<file path="src/rtl/score_event_arbiter.sv">
// score_event_arbiter: merges per-source point events into one clamped signed score delta stream.
// Optional SCORE_FRAME_SYNC_EN restricts grants to a NUM_REQ-cycle window after startOfFrame.
module score_event_arbiter #(
  parameter int NUM_REQ   = 4,
  parameter int SCORE_MAX = 9999,
  parameter int LIFE_STEP = 1000
) (
  input  logic                   clk,
  input  logic                   resetN,
  input  logic                   startOfFrame,
  input  logic                   newGame,
  input  logic [NUM_REQ-1:0]     evtValid,
  input  logic [NUM_REQ*8-1:0]   evtPoints,
  output logic [NUM_REQ-1:0]     evtReady,
  output logic signed [7:0]      scoreUpdate,
  output logic                   resetScore,
  output logic [13:0]            shadowScore,
  output logic [13:0]            highScore,
  output logic                   extraLife,
  output logic                   busy
);
  localparam int PW = $clog2(NUM_REQ);
  logic [NUM_REQ-1:0] slot_full, gnt_oh;
  logic signed [7:0] slot_pts [NUM_REQ];
  logic [PW-1:0] ptr, gnt_idx, cand;
  logic gnt_vld, win_open, life_hit;
  logic signed [15:0] next_life, cur, pts_ext, sum, new_s;
  logic signed [7:0] delta;
`ifdef SCORE_FRAME_SYNC_EN
  logic [PW:0] win_cnt;
  always_ff @(posedge clk or negedge resetN) begin
    if (!resetN) win_cnt <= '0;
    else if (startOfFrame) win_cnt <= (PW+1)'(NUM_REQ);
    else if (win_cnt != '0) win_cnt <= win_cnt - 1'b1;
  end
  assign win_open = win_cnt != '0;
`else
  logic unused_sof;
  assign unused_sof = startOfFrame;
  assign win_open = 1'b1;
`endif
  // first full slot at or after the round-robin pointer
  always_comb begin
    gnt_vld = 1'b0;
    gnt_idx = '0;
    cand = '0;
    for (int k = NUM_REQ - 1; k >= 0; k--) begin
      cand = PW'((int'(ptr) + k) % NUM_REQ);
      if (win_open && slot_full[cand]) begin
        gnt_vld = 1'b1;
        gnt_idx = cand;
      end
    end
  end
  assign gnt_oh   = NUM_REQ'(gnt_vld) << gnt_idx;
  assign cur      = $signed({2'b00, shadowScore});
  assign pts_ext  = 16'(slot_pts[gnt_idx]);
  assign sum      = cur + pts_ext;
  assign new_s    = sum > 16'(SCORE_MAX) ? 16'(SCORE_MAX) : sum < 16'sd0 ? 16'sd0 : sum;
  assign delta    = 8'(new_s - cur);
  assign life_hit = gnt_vld && new_s >= next_life;
  assign evtReady = ~slot_full;
  assign busy     = |slot_full;
  always_ff @(posedge clk or negedge resetN) begin
    if (!resetN) begin
      slot_full   <= '0;
      ptr         <= '0;
      next_life   <= 16'(LIFE_STEP);
      shadowScore <= '0;
      scoreUpdate <= '0;
      resetScore  <= 1'b0;
      extraLife   <= 1'b0;
    end else if (newGame) begin
      slot_full   <= '0;
      ptr         <= '0;
      next_life   <= 16'(LIFE_STEP);
      shadowScore <= '0;
      scoreUpdate <= '0;
      resetScore  <= 1'b1;
      extraLife   <= 1'b0;
    end else begin
      slot_full   <= (slot_full | (evtValid & evtReady)) & ~gnt_oh;
      resetScore  <= 1'b0;
      scoreUpdate <= gnt_vld ? delta : '0;
      extraLife   <= life_hit;
      if (gnt_vld) begin
        shadowScore <= new_s[13:0];
        ptr         <= gnt_idx == PW'(NUM_REQ - 1) ? '0 : gnt_idx + 1'b1;
      end
      if (life_hit) next_life <= next_life + 16'(LIFE_STEP);
    end
  end
  always_ff @(posedge clk) begin
    for (int i = 0; i < NUM_REQ; i++)
      if (evtValid[i] && evtReady[i] && !newGame) slot_pts[i] <= evtPoints[8*i +: 8];
  end
  always_ff @(posedge clk or negedge resetN) begin
    if (!resetN) highScore <= '0;
    else if (shadowScore > highScore) highScore <= shadowScore;
  end
endmodule

</file>
<file path="config.mk">
export PLATFORM = sky130hd
export DESIGN_NAME = score_event_arbiter
export DESIGN_NICKNAME = d
export VERILOG_FILES = /design/src/rtl/score_event_arbiter.sv
export SDC_FILE = /design/constraint.sdc
export NUM_CORES = 1
export LEC_CHECK = 0
export CORE_UTILIZATION = 50
export CTS_BUF_LIST = sky130_fd_sc_hd__clkbuf_8
export CTS_CLUSTER_DIAMETER = 100
export DETAILED_ROUTE_END_ITERATION = 10
export HOLD_SLACK_MARGIN = 0.1
export PLACE_DENSITY_LB_ADDON = 0.05
export SYNTH_ARGS = -nofsm -noshare
export SYNTH_HDL_FRONTEND = slang
export SYNTH_SLANG_ARGS = --single-unit
</file>
<file path="constraint.sdc">
create_clock -name clk -period 7.8 [get_ports clk]
set_input_delay 0.78 -clock clk [delete_from_list [all_inputs] [get_ports clk]]
set_output_delay 0.78 -clock clk [all_outputs]
set_load 0.02 [all_outputs]
</file>
==> results of run 1 <==
## sequential cells by signal (all words and copies together), names as in the netlist
name / count
extraLife: 1
highScore: 14
slot_pts: 32
resetScore: 1
next_life: 13
shadowScore: 14
slot_full: 4
scoreUpdate: 8
ptr: 2
## worst reg2reg max path, delay by kind of cell (launching register included)
family | cells | cell delay (ps)
compound gates | 13 | 3060
xor+xnor | 1 | 180
fa+ha+maj | 3 | 910
buf+inv | 2 | 300
flops | 1 | 460
simple gates | 9 | 1880
## worst max path at each step
| stage | end | slack (ps) | depth (start not counted) |
|---|---|---|---|
| finish | next_life[8]$_DFFE_PN1P_ | 930 | 28 |
| floorplan | next_life[8]$_DFFE_PN1P_ | 1680 | 28 |
| CTS | next_life[8]$_DFFE_PN1P_ | 950 | 28 |
| detailed placement | next_life[8]$_DFFE_PN1P_ | 1000 | 28 |
| global route | next_life[8]$_DFFE_PN1P_ | 470 | 28 |
| global placement | next_life[8]$_DFFE_PN1P_ | 1130 | 28 |
## per-stage QoR
step | cell area, um^2 | utilization, % | setup WS, ps | hold slack [ps]
3_5_place_dp | 6570 | 60.3 | 1000 | 524
3_3_place_gp | 6570 | 60.3 | 1130 | 515
4_1_cts | 6770 | 62.2 | 946 | 546
6_report | 6770 | 62.2 | 935 | 544
2_1_floorplan | 5590 | - | 1680 | 484
5_1_grt | 6770 | 62.2 | 471 | 565
## cells in the mapped netlist (10+ instances only)
cell type and instances:
nand2_1 64, or3_1 13, nand3_1 11, inv_1 49, clkbuf_1 11, ha_1 53
mux2i_1 12, dfrtp_1 51, a21o_1 12, a21oi_1 30, and3_1 10, edfxtp_1 32
o21ai_0 34, nor3_1 12, nor2_1 53
## logic make-up after synthesis
family	Yosys count	share of synthesized area [%]
DFF	89	42.8
muxes	19	3.56
adders and majority gates	55	12.6
AOI/OAI and AO/OA	129	15.4
other	1	0.0670
and+or+nand+nor	214	18.8
xor gates and xnor gates	14	2.19
buffers and inverters	65	4.59
## cell type report
class	count	share of cell area [%]
well taps	140	2.59
flip-flops and latches	89	35.4
clock buffers	9	1.83
inverters	49	2.72
multi-input cells	432	43.4
repair buffers	90	12.9
clock inverters	7	1.16
## metal layers
metal / wire [um] / GRT usage [%] / vias up
li1: - / - / 2264
met1: 5830 / 31.1 / 2235
met2: 6670 / 42.9 / 150
met3: 618 / 3.51 / 28
met4: 298 / 10.2 / 0
met5: 0 / 0 / -
## report_power, final
group | internal (uW) | switching, uW | total (uW) | leakage [uW]
sequential | 573 | 87.5 | 661 | 0.00105
clock | 150 | 179 | 329 | 0.0000921
combinational | 763 | 1040 | 1800 | 0.00183
==> impl_results.md, run 1 <==
- Latest clock arrival within the worst-skew pair: 370 ps
- Post-route ant nets: 0
- Root buffer selected by CTS: clkbuf_8
- Crit-path leading delay family: compound AO/OA/AOI/OAI gates
- Total power density per cell area: 412 nW/um^2
- Most frequent standard cell in the layout excluding fill and tap cells: clkdlybuf4s50_1
- Register area: 2390 um^2
- Pin count of the biggest net entering global routing: 58
- Quantity of hold-fixing buffers added after cts: 0
- Post-cts sizing count: 0
- Critical Path AT: 7150 ps
- Synth cell types: 64
- Footprint of the multi-input gates: 2940 um^2
- Actual slew at the worst max-slew pin: 1050 ps
- # fillers: 953
- Global-route wire length before repair: 22.1 mm
- Hold Path Depth: 1
- CTS tree: built
- Setup clock skew after layout: 14.8 ps
- Mean post-synth cell area: 9.54 um^2
- Initial drt markers: 229
- Portion of the post-synthesis area used by sequential elements: 42.8%
- Max rail drop VDD: 0.256 mV
- Register-to-Register Path Depth: 28
- Slowest stage delay, CP: 550 ps
- Critical Path RT: 8090 ps
- Yosys warning total: 0
- Per-cell routed wire length: 16.4 um
- Detailed Route WL: 13.4 mm
- RSZ-0062 raised after global routing: false
- Total grt overflow: 0
- Die Span X: 108 um
- Via count: 4677
- Post-route non-filler standard cell count: 816
- Count of state elements after synthesis: 89
- Core area: 10900 um^2
- CTS buffer count: 9
- Combined area of all synthesized cells: 5590 um^2
- Floorplan die height: 108 um
- Result of the run: completed
- Shortest period the worst path allows: 6870 ps
- Ant diodes: 0
- Dominant register cell in the synthesized netlist: dfrtp_1
- DPL Wire Length: 10.3 mm
- Endpoint type of the worst setup path: flip-flop
- Endpoint with the worst hold slack: highScore[12]$_DFFE_PN0N_
- Vias per inst: 5.73
- Reg2reg start: slot_full[3]$_DFF_PN0_
- Clock input transition at the sequential cells of the worst setup and hold paths: 90 ps
- Number of endpoints failing setup at the final stage: 0
- Category of the critical setup timing path: reg2reg
- NumNets Final: 766
- Number of antenna violations at the first check in global routing: 0
- Last weighted congestion value of the routability-driven placer: 0.903
- Crit path top cell by count: o21a_1
- Initial standard-cell utilization of the core: 51.4%
- Number of hold violations in the final report: 0
- Number of placed I/O pins: 83
- Worst relative slew slack: 29.6%
- Cell types occupying the most area after synthesis: dfrtp_1, edfxtp_1, ha_1, nand2_1, nor2_1
- Post-route clock period utilization: 88.0%
- 1st-pass router iterations: 4
- Nature of the critical path startpoint: flip-flop
- Async S/R FF share, synth: 64.0%
- Clock sink count: 89
- Port Buffers: 81
- Register-to-register setup slack: 930 ps
- Number of global-route vias before repair: 4520
- Cell taking the most area after synthesis: dfrtp_1
- Critical path buffer and inverter count: 2
- Longest Clk Path Bufs: 2
- Top library cells by usage in the layout, fill and taps aside: clkdlybuf4s50_1, nand2_1, nor2_1, ha_1, dfrtp_1
- Leakage: 0.00296 uW
- Worst Min Path Start: highScore[12]$_DFFE_PN0N_
- Post-synthesis to final-layout area growth: 21.1%
- Critical-path maximum fanout: 23
- Setup Total Neg Slack: 0 ps
- Crit path launch: slot_full[3]$_DFF_PN0_
- Cell with the biggest individual delay on the critical path: a2111oi_1
- Total DRC errors in the routed layout: 0
- Net count of the mapped netlist: 681
- Path class of the lowest-slack min-delay path: reg2reg
- Max frequency: 146 MHz
- Area share of the largest cell type after synthesis: 22.8%
- Number of cell rows: 38
- Max-slew violation count: 0
- Terminus of the critical flop-to-flop path: next_life[8]$_DFFE_PN1P_
- Number of cells produced by synthesis: 586
- Maximum capacitance violations: 0
- H-tree depth reported by CTS: 3
- Fraction of layout instances using a drive strength above 1: 7.69%
- Number of enable flip-flop cells after synthesis: 32
- Overall global routing resource usage: 24.9%
- Post-CTS Repair Setup Buffers: 0
- Cell count after placement: 800
- Die footprint: 11600 um^2
- Total chip power: 2790 uW
Note: power is estimated with default switching activity, not from simulation.
==> run 2: changes to the inputs <==
- CAP_MARGIN: default -> 20
- CTS_CLUSTER_DIAMETER: 100 -> 50
- GPL_ROUTABILITY_DRIVEN: default -> 0
==> run 2 against run 1 <==
Effect of this change: first-iteration DRC count increased by 12%; fmax down 2.8%; highest routed layer unchanged; routed wire length is 0.65% lower.
==> impl_results.md, run 2 (synthesis gave the netlist of run 1 again) <==
- Clock input transition at the sequential cells of the worst setup and hold paths: 100 ps (about the same)
- Detailed Route WL: 13.3 mm (-0.65%)
- Latest clock arrival within the worst-skew pair: 370 ps (about the same)
- Initial standard-cell utilization of the core: 51.4% (unchanged)
- Port Buffers: 81 (unchanged)
- Number of global-route vias before repair: 4536 (+0.35%)
- Terminus of the critical flop-to-flop path: next_life[8]$_DFFE_PN1P_
- Max rail drop VDD: 0.241 mV (-5.8%)
- Fraction of layout instances using a drive strength above 1: 7.83% (+0.14 points)
- Critical Path AT: 7360 ps (+210 ps)
- Register with the highest flop count: slot_pts
- Sw power: 1320 uW (+1.2%)
- Maximum capacitance violations: 0 (unchanged)
- CTS tree: built
- Number of endpoints failing setup at the final stage: 0 (unchanged)
- Setup clock skew after layout: 8.92 ps (-5.92 ps)
- Top library cells by usage in the layout, fill and taps aside: clkdlybuf4s50_1, nand2_1, nor2_1, ha_1, dfrtp_1
- CTS buffer count: 9 (unchanged)
- Number of antenna violations at the first check in global routing: 0 (unchanged)
- Worst setup slack after layout: 735 ps (-199 ps)
- Pin count of the biggest net entering global routing: 58 (unchanged)
- Cell with the biggest individual delay on the critical path: a2111oi_1
- Per-cell routed wire length: 16.3 um (-0.77%)
- RSZ-0062 raised after global routing: false
- NumNets Final: 767 (+0.13%)
- Via count: 4621 (-1.2%)
- Endpoint type of the worst setup path: flip-flop
- Number of hold violations in the final report: 0 (unchanged)
- Root buffer selected by CTS: clkbuf_8
- Path class of the lowest-slack min-delay path: reg2reg
- Ant diodes: 0 (unchanged)
- Register-to-Register Path Depth: 27 (-3.6%)
- Instance area after placement: 6570 um^2 (unchanged)
- Clock share of power: 11.4% (-0.4 points)
- Post-cts sizing count: 0 (unchanged)
- Vias per inst: 5.66 (-1.3%)
- Largest regs: slot_pts: 32 flops, highScore: 14 flops, shadowScore: 14 flops
- DPL Wire Length: 10.2 mm (-1.1%)
- Hold Path Depth: 2 (+1)
- Cell count along the critical path: 27 (-3.6%)
- Total power density per cell area: 411 nW/um^2 (-0.24%)
- Overall global routing resource usage: 25.0% (+0.079 points)
- Switching Fraction: 47.5% (+0.73 points)
- Crit path top cell by count: o21a_1
- Nature of the critical path startpoint: flip-flop
- Setup Total Neg Slack: 0 ps (unchanged)
- Actual slew at the worst max-slew pin: 732 ps (-322 ps)
- Critical-path maximum fanout: 23 (unchanged)
- Longest Clk Path Bufs: 2 (unchanged)
- Global-route wire length before repair: 22.3 mm (+0.94%)
- Proportion of power drawn by flip-flops and latches: 23.8% (about the same)
- Number of placed I/O pins: 83 (unchanged)
- Placement Setup Slack: 852 ps (-148 ps)
- Floorplan die height: 108 um (unchanged)
- Logic pwr share: 64.8% (+0.2 points)
- Post-synthesis to final-layout area growth: 20.9%
- Number of cell rows: 38 (unchanged)
- Register-to-register setup slack: 740 ps (-200 ps)
- Area of all placed cells without fillers: 6760 um^2 (-0.11%)
- Post-CTS Repair Setup Buffers: 0 (unchanged)
- Worst Min Path Start: next_life[7]$_DFFE_PN1P_
- Shortest period the worst path allows: 7060 ps (+199 ps)
- Worst relative slew slack: 51.2% (+22 points)
- Category of the critical setup timing path: reg2reg
- Endpoint with the worst hold slack: next_life[7]$_DFFE_PN1P_
- Slowest stage delay, CP: 580 ps (+30 ps)
- Fin Hold WS: 544 ps (+0.349 ps)
- Max-slew violation count: 0 (unchanged)
- 1st-pass router iterations: 4 (unchanged)
- Flip-flop count of the largest register, all copies and words added: 32 (unchanged)
- Crit-path leading delay family: compound AO/OA/AOI/OAI gates
- Max frequency: 142 MHz (-2.8%)
- Post-route clock period utilization: 90.6% (+2.6 points)
- Total grt overflow: 0 (unchanged)
- H-tree depth reported by CTS: 3 (unchanged)
- Internal power: 1460 uW (-1.7%)
- Leakage: 0.00298 uW (+0.40%)
- Critical path buffer and inverter count: 3 (+1)
- Initial drt markers: 257 (+12%)
- Reg2reg start: slot_full[1]$_DFF_PN0_
- Clock sink count: 89 (unchanged)
- Most frequent standard cell in the layout excluding fill and tap cells: clkdlybuf4s50_1
- Result of the run: completed
- Quantity of hold-fixing buffers added after cts: 0 (unchanged)
- Total DRC errors in the routed layout: 0 (unchanged)
- Post-route ant nets: 0 (unchanged)
- Critical Path RT: 8090 ps (about the same)
- Die Span X: 108 um (unchanged)
- Final core utilization: 62.1% (-0.069 points)
- Core area: 10900 um^2 (unchanged)
- Die footprint: 11600 um^2 (unchanged)
[run 2: changes by cell type in the layout (fill, tap and decap cells not counted)]
cell	change
clkinvlp_4	-3
inv_6	+3
inv_8	+2
buf_2	+1
bufinv_16	-1
clkinv_4	-1
[run 2: how the worst max path moves through the flow]
| stage | from | to | slack, ps |
|---|---|---|---|
| 6_report | slot_full[1]$_DFF_PN0_ | next_life[8]$_DFFE_PN1P_ | 740 |
| 5_1_grt | slot_full[1]$_DFF_PN0_ | next_life[8]$_DFFE_PN1P_ | 250 |
| 4_1_cts | slot_full[1]$_DFF_PN0_ | next_life[8]$_DFFE_PN1P_ | 800 |
| 3_5_place_dp | slot_full[1]$_DFF_PN0_ | next_life[8]$_DFFE_PN1P_ | 850 |
| 2_1_floorplan | ptr[1]$_DFFE_PN0P_ | next_life[8]$_DFFE_PN1P_ | 1680 |
| 3_3_place_gp | slot_full[1]$_DFF_PN0_ | next_life[8]$_DFFE_PN1P_ | 1080 |
[run 2: layout make-up]
| cell class | count | area, um^2 |
|---|---|---|
| clock buffers | 9 | 124 |
| clock inverters | 7 | 66.3 |
| fillers | 965 | 4120 |
| inverters | 49 | 184 |
| multi-input cells | 432 | 2940 |
| flip-flops and latches | 89 | 2390 |
| well taps | 140 | 175 |
| repair buffers | 91 | 878 |
[run 2: power groups by stage]
stage	Sequential [uW]	Clock [uW]	Combinational (uW)
floorplan	700	0	1280
global placement	666	0	1730
detailed placement	672	0	1790
CTS	661	330	1800
global route	673	348	2010
finish	662	319	1800
[run 2: per-layer routing]
metal | vias up | wire (um) | global-route usage [%]
li1 | 2266 | - | -
met1 | 2189 | 5930 | 32.3
met2 | 146 | 6530 | 42.1
met3 | 20 | 635 | 4.24
met4 | 0 | 232 | 8.51
met5 | - | 0 | 0
[run 2: per-stage QoR]
stage / total power [uW] / std cells
2_1_floorplan: 1980 / 586
3_3_place_gp: 2400 / 800
3_5_place_dp: 2460 / 800
4_1_cts: 2790 / 816
5_1_grt: 3030 / 817
6_report: 2780 / 817
[run 2: tightest hold or removal path, stage by stage, from the launching register on]
cell and delay, ps:
dfstp_2 390, nor2_1 90, mux2i_1 70
